[src/rtl/ammon_lc3_cpu.sv]
// ammon_lc3_cpu: multi-cycle LC-3 core with one word-addressed memory port.
// Every instruction walks FETCH -> DECODE -> EXEC, and memory instructions
// add INDIRECT and/or MEM_WB. The memory port is fully registered. Read data
// is taken combinationally from the registered address in the cycle that
// follows the strobe edge.
module ammon_lc3_cpu #(
    parameter int ADDRESS_WIDTH = 16
) (
    input  logic                     clk,
    input  logic                     reset,
    output logic [ADDRESS_WIDTH-1:0] mem_addr,
    output logic [15:0]              mem_wdata,
    output logic                     mem_we,
    output logic                     mem_re,
    input  logic [15:0]              mem_rdata,
    output logic [15:0]              pc,
    output logic [15:0]              ir
);

    typedef enum logic [2:0] {
        S_FETCH,
        S_DECODE,
        S_EXEC,
        S_INDIRECT,
        S_MEM_WB
    } state_e;

    localparam logic [3:0] OP_BR   = 4'b0000;
    localparam logic [3:0] OP_ADD  = 4'b0001;
    localparam logic [3:0] OP_LD   = 4'b0010;
    localparam logic [3:0] OP_ST   = 4'b0011;
    localparam logic [3:0] OP_JSR  = 4'b0100;
    localparam logic [3:0] OP_AND  = 4'b0101;
    localparam logic [3:0] OP_LDR  = 4'b0110;
    localparam logic [3:0] OP_STR  = 4'b0111;
    localparam logic [3:0] OP_NOT  = 4'b1001;
    localparam logic [3:0] OP_LDI  = 4'b1010;
    localparam logic [3:0] OP_STI  = 4'b1011;
    localparam logic [3:0] OP_JMP  = 4'b1100;
    localparam logic [3:0] OP_LEA  = 4'b1110;
    localparam logic [3:0] OP_TRAP = 4'b1111;

    // Condition codes are held one-hot as {N, Z, P}.
    localparam logic [2:0] CC_Z = 3'b010;

    state_e             state_q, state_d;
    logic [15:0]        pc_q, pc_d;
    logic [15:0]        ir_q, ir_d;
    logic [2:0]         cc_q, cc_d;
    logic [7:0][15:0]   regs_q;
    logic [15:0]        addr_q, addr_d;
    logic [15:0]        wdata_q, wdata_d;
    logic               re_q, re_d;
    logic               we_q, we_d;

    logic               rf_we;
    logic [2:0]         rf_waddr;
    logic [15:0]        rf_wdata;

    // Instruction fields and operand values
    logic [3:0]  op;
    logic [2:0]  dr, sr1, sr2;
    logic [15:0] sext5, sext6, sext9, sext11;
    logic [15:0] sr1_val, sr2_val, dr_val, opnd2;
    logic [15:0] pc_off9, base_off6;

    assign op        = ir_q[15:12];
    assign dr        = ir_q[11:9];
    assign sr1       = ir_q[8:6];
    assign sr2       = ir_q[2:0];
    assign sext5     = {{11{ir_q[4]}}, ir_q[4:0]};
    assign sext6     = {{10{ir_q[5]}}, ir_q[5:0]};
    assign sext9     = {{7{ir_q[8]}}, ir_q[8:0]};
    assign sext11    = {{5{ir_q[10]}}, ir_q[10:0]};
    assign sr1_val   = regs_q[sr1];
    assign sr2_val   = regs_q[sr2];
    // Store source register shares the DR field position.
    assign dr_val    = regs_q[dr];
    assign opnd2     = ir_q[5] ? sext5 : sr2_val;
    // pc_q is already incremented by the time EXEC runs.
    assign pc_off9   = pc_q + sext9;
    assign base_off6 = sr1_val + sext6;

    assign mem_addr  = addr_q[ADDRESS_WIDTH-1:0];
    assign mem_wdata = wdata_q;
    assign mem_we    = we_q;
    assign mem_re    = re_q;
    assign pc        = pc_q;
    assign ir        = ir_q;

    function automatic logic [2:0] cc_of(input logic [15:0] v);
        if (v[15])
            return 3'b100;
        else if (v == 16'h0000)
            return 3'b010;
        else
            return 3'b001;
    endfunction

    // Next-state, memory strobes and register writeback for the current state
    always_comb begin
        state_d  = state_q;
        pc_d     = pc_q;
        ir_d     = ir_q;
        cc_d     = cc_q;
        addr_d   = addr_q;
        wdata_d  = wdata_q;
        re_d     = 1'b0;
        we_d     = 1'b0;
        rf_we    = 1'b0;
        rf_waddr = dr;
        rf_wdata = 16'h0000;
        case (state_q)
            S_FETCH: begin
                addr_d  = pc_q;
                re_d    = 1'b1;
                pc_d    = pc_q + 16'd1;
                state_d = S_DECODE;
            end
            S_DECODE: begin
                ir_d    = mem_rdata;
                state_d = S_EXEC;
            end
            S_EXEC: begin
                state_d = S_FETCH;
                case (op)
                    OP_ADD, OP_AND, OP_NOT: begin
                        rf_we = 1'b1;
                        if (op == OP_ADD)
                            rf_wdata = sr1_val + opnd2;
                        else if (op == OP_AND)
                            rf_wdata = sr1_val & opnd2;
                        else
                            rf_wdata = ~sr1_val;
                        cc_d = cc_of(rf_wdata);
                    end
                    OP_BR: begin
                        if ((ir_q[11:9] & cc_q) != 3'b000)
                            pc_d = pc_off9;
                    end
                    OP_JMP: pc_d = sr1_val;
                    OP_JSR: begin
                        // Target uses the old R7 when BaseR is R7; the
                        // link write lands on the same edge.
                        pc_d     = ir_q[11] ? (pc_q + sext11) : sr1_val;
                        rf_we    = 1'b1;
                        rf_waddr = 3'd7;
                        rf_wdata = pc_q;
                    end
                    OP_LEA: begin
                        rf_we    = 1'b1;
                        rf_wdata = pc_off9;
                    end
                    OP_LD, OP_LDR: begin
                        addr_d  = (op == OP_LDR) ? base_off6 : pc_off9;
                        re_d    = 1'b1;
                        state_d = S_MEM_WB;
                    end
                    OP_LDI, OP_STI: begin
                        addr_d  = pc_off9;
                        re_d    = 1'b1;
                        state_d = S_INDIRECT;
                    end
                    OP_ST, OP_STR: begin
                        addr_d  = (op == OP_STR) ? base_off6 : pc_off9;
                        wdata_d = dr_val;
                        we_d    = 1'b1;
                    end
                    OP_TRAP: begin
                        rf_we    = 1'b1;
                        rf_waddr = 3'd7;
                        rf_wdata = pc_q;
                        addr_d   = {8'h00, ir_q[7:0]};
                        re_d     = 1'b1;
                        state_d  = S_MEM_WB;
                    end
                    default: ;
                endcase
            end
            S_INDIRECT: begin
                addr_d = mem_rdata;
                if (op == OP_LDI) begin
                    re_d    = 1'b1;
                    state_d = S_MEM_WB;
                end else begin
                    wdata_d = dr_val;
                    we_d    = 1'b1;
                    state_d = S_FETCH;
                end
            end
            S_MEM_WB: begin
                state_d = S_FETCH;
                if (op == OP_TRAP) begin
                    pc_d = mem_rdata;
                end else begin
                    rf_we    = 1'b1;
                    rf_wdata = mem_rdata;
                    cc_d     = cc_of(mem_rdata);
                end
            end
            default: state_d = S_FETCH;
        endcase
    end

    // Architectural and bus state registers
    always_ff @(posedge clk or negedge reset) begin
        if (!reset) begin
            state_q <= S_FETCH;
            pc_q    <= 16'h3000;
            ir_q    <= 16'h0000;
            cc_q    <= CC_Z;
            addr_q  <= 16'h0000;
            wdata_q <= 16'h0000;
            re_q    <= 1'b0;
            we_q    <= 1'b0;
        end else begin
            state_q <= state_d;
            pc_q    <= pc_d;
            ir_q    <= ir_d;
            cc_q    <= cc_d;
            addr_q  <= addr_d;
            wdata_q <= wdata_d;
            re_q    <= re_d;
            we_q    <= we_d;
        end
    end

    // General-purpose register file, single write port
    always_ff @(posedge clk or negedge reset) begin
        if (!reset)
            regs_q <= '0;
        else if (rf_we)
            regs_q[rf_waddr] <= rf_wdata;
    end

endmodule

[config.mk]
export PLATFORM = sky130hd
export DESIGN_NAME = ammon_lc3_cpu
export DESIGN_NICKNAME = d
export VERILOG_FILES = /design/src/rtl/ammon_lc3_cpu.sv
export SDC_FILE = /design/constraint.sdc
export NUM_CORES = 1
export LEC_CHECK = 0
export CAP_MARGIN = 5
export CORE_MARGIN = 5
export CORE_UTILIZATION = 40
export CTS_CLUSTER_SIZE = 20
export DETAILED_ROUTE_END_ITERATION = 10
export SYNTH_ARGS = -nofsm -noshare
export SYNTH_HDL_FRONTEND = slang
export SYNTH_SLANG_ARGS = --single-unit
[constraint.sdc]
create_clock -name clk -period 12.5 [get_ports clk]
set_clock_uncertainty 0.15 [all_clocks]
set_input_delay 1.875 -clock clk [delete_from_list [all_inputs] [get_ports clk]]
set_output_delay 1.875 -clock clk [all_outputs]
set_load 0.05 [all_outputs]
# Yosys cells after proc, flatten, opt, wreduce, memory -nomap -nowiden
# Index checks and enable logic that the tools add are counted.
[word_totals]
n_memories = 0
ram_bits = 0
latch_bits = 0
inputBits = 18
output_inout_bits = 66
romBits = 0
register_bits = 200
word_cells = 126
[op_classes]
div_mod_pow = 0
addsub = 5
mul = 0
n_shift = 0
muxes = 50
bitwise_logic = 3
eq_ne = 25
order_cmp = 5
reduce_logical = 22
[op_table]
columns = ["op", "count"]
rows = [
  ["2-to-1 mux 16 bit", 17],
  ["case mux 16 bit (3 select lines)", 4],
  ["binary-select mux 16 bit (select 3 bit)", 3],
  ["bitwise mux 128 bit", 1],
  ["adder 16 bit", 4],
  ["case mux 16 bit (2 select lines)", 2],
  ["case mux 16 bit (4 select lines)", 1],
  ["demux 16 bit (select 3 bit)", 1],
  ["zero test 16 bit", 2],
  ["== test 4 bit, second input constant", 6],
  ["2-to-1 mux 3 bit", 7],
  ["adder 16 x 1 -> 16 bit, second input constant", 1],
  ["AND 16 bit", 1],
  ["== test 4 x 3 -> 1 bit, second input constant", 4],
  ["less-than comparator 3 x 4 -> 1 bit, second input constant", 4],
  ["inverter 16 bit", 1],
  ["case mux 3 bit (2 select lines)", 2],
  ["case mux 3 bit (4 select lines)", 1],
  ["nonzero test 3 bit", 3],
  ["== test 4 x 2 -> 1 bit, second input constant", 2],
  ["OR reduction 2 bit", 4],
  ["== test 3 x 2 -> 1 bit, second input constant", 2],
  ["2-to-1 mux 1 bit", 6],
  ["!= test 2 bit, second input constant", 3],
  ["other kinds (22)", 28],
]

# Longest topological paths before layout
[depth]
depth_word = 13
ltp_mapped = 17
depth_no_buf = 15

# Least setup slack after synthesis
# Ideal clock, no wire load.
[synth_timing]
path_type = "register to register"
from = "register ir_q[0], in the netlist ir[0]"
to = "register cc_q[0]"
setup_slack_ns = 7.600
setup_ns = 0.127
arrival_time_ns = 4.623
n_path_buf = 2
path_stages_with_launch = 16
required_time_ns = 12.223
synth_period_minus_slack_ns = 4.900
cell_sequence = "dfrtp_1 -> clkbuf_1 -> buf_1 -> mux4_2 -> mux2i_1 -> a21oi_1 -> ha_1 -> or2_2 -> a21o_1 -> o41a_1 -> mux2_1 -> a311oi_1 -> nand2b_1 -> or4_4 -> nor4b_4 -> o21ai_1"
[synth_between]
elab_chain_cells = 13
word_cells_on_any_way = 14
classes_between = "1 x add/sub; 11 x mux; 1 x bitwise; 1 x reduce/logical"
[synth_rtl]
columns = ["item", "line_no", "text"]
rows = [
  ["start: declaration", "48", "logic [15:0] ir_q, ir_d;"],
  ["start signal: assignment", "219", "ir_q <= ir_d;"],
  ["binary-select mux 16 bit (select 3 bit)", "76", "assign sr2_val = regs_q[sr2];"],
  ["2-to-1 mux 16 bit (implied by the code)", "76", ""],
  ["2-to-1 mux 16 bit *", "79", "assign opnd2 = ir_q[5] ? sext5 : sr2_val;"],
  ["branches (longest 2 deep; another with adder 16 bit)", "--", ""],
  ["2-to-1 mux 16 bit *", "129", "if (op == OP_ADD)"],
  ["2-to-1 mux 16 bit *", "126", "case (op)"],
  ["2-to-1 mux 16 bit *", "113", "case (state_q)"],
  ["zero test 16 bit", "94", "else if (v == 16'h0000)"],
  ["2-to-1 mux 2 bit", "94", ""],
  ["2-to-1 mux 3 bit *", "92", "if (v[15])"],
  ["2-to-1 mux 3 bit *", "126", ""],
  ["case mux 3 bit (2 select lines) *", "113", ""],
  ["end signal: assignment", "211", "cc_q <= CC_Z;"],
  ["end signal: assignment", "220", "cc_q <= cc_d;"],
  ["end: declaration", "49", "logic [2:0] cc_q, cc_d;"],
]
# Mark *: on every way between the ends. The select of a mux whose other input is x is not followed.
# A chain may end at the register's enable or synchronous reset.

# Worst setup path after layout
[layout_timing]
from = "register ir_q[5], in the netlist ir[5]"
to = "register regs_q[30] in the netlist's numbering"
[layout_between]
elab_chain_cells = 9
word_cells_on_any_way = 11
classes_between = "2 x add/sub; 8 x mux; 1 x bitwise"
[layout_rtl]
columns = ["item", "line_no", "text"]
rows = [
  ["branches (longest 6 deep; another with adder 16 bit)", "--", ""],
  ["case mux 16 bit (3 select lines) *", "126", ""],
  ["case mux 16 bit (2 select lines) *", "113", ""],
  ["bitwise mux 128 bit *", "233", "regs_q[rf_waddr] <= rf_wdata;"],
  ["end signal: indexed assignment", "233", ""],
  ["end: declaration", "50", "logic [7:0][15:0] regs_q;"],
]
# Marked as above.

==> metrics.yaml <==
vias: 13430
wl_per_cell_um: 23.84
portBuffers: 83
area_growth_pct: 12.27
synth-edff-count: 0
min_period_ns: 5.860
routabilityCongestion: 0.9217
die_y_um: 203.1
worst-path-max-fanout: 19
ios: 84
rows: 70
setup_viol: 0
ys_async_sr_fraction_pct: 100.0
fp.dieW_um: 203.1
cts_num_sinks: 200
n_fill_cell: 3463
dr.pass1.iters: 7
synth-seq-area-share_pct: 33.57
ys_seq_elements: 200
syn_nets: 1673
path_class: "flop to flop"
path_clk_slew_ns: 0.09
insertion_delay_ns: 0.47
ant_nets: 0
fp.coreArea_um2: 36700
clockRootBuffer: "clkbuf_16"
routed_via_density: 6.388
regArea_um2: 5016
maxSlewHeadroom_pct: 16.08
rsz0062_at_grt: "no"
status: "finished, final reports clean"
grt_max_degree: 69
tightest_slew_ns: 1.259
htree_levels: 4
drc: 0
cp-start-kind: "flop"
arrival_ns: 6.02
post_cts_buffers: 0
fmax_mhz: 170.7
hold_viol: 0
synth_cell_types: 86
syn_area_um2: 14920
critPathRequiredTime_ns: 12.66
overflow: 0
fin_crit_sh_pct: 46.88
multi_input_area_um2: 9340
min_path_type: "flop to flop"
nNetsFinal: 1695
drive_gt1_share_pct: 13.10
slew_violations: 0
setup.worst_path.end_class: "flop"
syn_avg_cell_area_um2: 9.330
grt_use_total_pct: 24.42
cts-buffers-inserted: 17
grt_pass1_wl_um: 78920
place_hpwl_um: 35380
finalSetupTns_ns: 0
grt_pass1_vias: 13080
initial_core_util_pct: 40.65
drt-total-wl_um: 50110
ys.flop_type: "dfrtp_1"
cts_tree: "done"
synthCells: 1599
cts.hold.buffers_added: 0
antenna_cells: 0
drv_cap: 0
yosys_warnings: 0
cts_resized: 0
antenna_found_initial: 0
die-area_um2: 41260
drt_iter0_drc: 1408
cts.path.max_buffers: 2
hold_slack_ns: 0.3376
-- final cells by class --
type / instances / share of cell area [%]
clock buffers: 18 / 2.562
clock inverters: 14 / 0.9562
inverters: 36 / 0.8068
multi-input cells: 1250 / 55.77
flip-flops and latches: 200 / 29.95
well taps: 468 / 3.496
repair buffers: 116 / 6.462
-- sequential cells by signal, indices dropped and copies added (netlist names) --
signal / flops
regs_q: 128
state_q: 3
mem_we: 1
pc: 16
mem_wdata: 16
ir: 16
mem_addr: 16
mem_re: 1
cc_q: 3
-- synthesized netlist by cell type (all sizes together) (10+ instances only) --
master	n	area share (%)
and3	10	0.42
nand3	38	1.3
dfrtp	197	33
mux2	23	1.7
xor2	14	0.82
nand2b	11	0.46
o221ai	11	0.65
mux4	96	15
nor2	167	4.2
a211oi	11	0.55
nor3	20	0.78
o21ai	156	5.2
xnor2	21	1.2
a31oi	33	1.4
inv	35	0.88
a221oi	11	0.65
o211ai	12	0.60
a22oi	13	0.65
mux2i	47	3.2
a21o	14	0.70
clkbuf	68	1.7
a21oi	159	5.3
ha	53	4.4
buf	45	1.6
or3	10	0.42
nor4	10	0.42
nand2	158	4.0
o21a	10	0.50
nor2b	11	0.46
-- path summary, 6_finish.rpt --
kind,startpoint,end,slack [ns],cells past startpoint
setup / recovery,ir[5],regs_q[30],6.64,12
hold / removal,mem_wdata[9],mem_wdata[9],0.34,2
setup reg to reg,ir[5],regs_q[30],6.64,12
hold reg to reg,mem_wdata[9],mem_wdata[9],0.34,2
max in group asynchronous,reset,ir[8],9.57,2
min in group asynchronous,reset,mem_wdata[7],1.25,1
-- cells in the final DEF (no fill, tap or decap), types with 36 or more instances in the layout --
| cell | synthesis | layout |
|---|---|---|
| a21oi_1 | 159 | 159 |
| dfrtp_1 | 197 | 191 |
| o21ai_0 | 120 | 120 |
| mux2i_1 | 47 | 47 |
| clkdlybuf4s50_1 | 0 | 82 |
| nor2_1 | 167 | 164 |
| ha_1 | 53 | 53 |
| mux4_2 | 91 | 91 |
| o21ai_1 | 36 | 36 |
| nand3_1 | 38 | 38 |
| nand2_1 | 157 | 157 |
-- worst max-delay path: stages (launching register included) --
cell and delay [ns]:
dfrtp_1 0.88, clkinv_1 0.75, nor2_1 0.92, a21oi_1 0.10, ha_1 0.36, or3_1 0.40
o41a_1 0.39, a2111oi_0 0.41, a31oi_1 0.09, a21oi_1 0.24, o221ai_1 0.14, a22oi_1 0.68
o21ai_1 0.17
-- stage by stage --
step                util [%]  instance area [um2]  std cells  setup WS (ns)
global placement       44.03                16160       2070          7.014
global route           45.64                16750       2102          6.193
finish                 45.64                16750       2102          6.640
detailed placement     44.03                16160       2070          6.883
floorplan                  -                14920       1599          7.600
CTS                    45.64                16750       2102          6.845
-- cell families (layout without fill, tap and decap cells) --
kind of cell / count (synthesis) / in the layout / share of synthesized area (%)
xor+xnor: 35 / 35 / 2.055
buf+inv: 149 / 184 / 4.177
mux: 166 / 166 / 19.51
flops: 200 / 200 / 33.57
simple gates: 481 / 481 / 14.76
fa+ha+maj: 56 / 56 / 4.848
compound gates: 512 / 512 / 21.08
-- routing by layer --
metal / vias up / global-route usage, % / share of wire [%]
met5: - / 0 / 0
met2: 620 / 39.95 / 47
met3: 100 / 3.849 / 7.4
li1: 6071 / - / -
met1: 6636 / 33.21 / 42
met4: 0 / 8.552 / 3.1
Power is not shown: default switching activity piles up to over one toggle a cycle in this logic, so the estimate is an artifact.
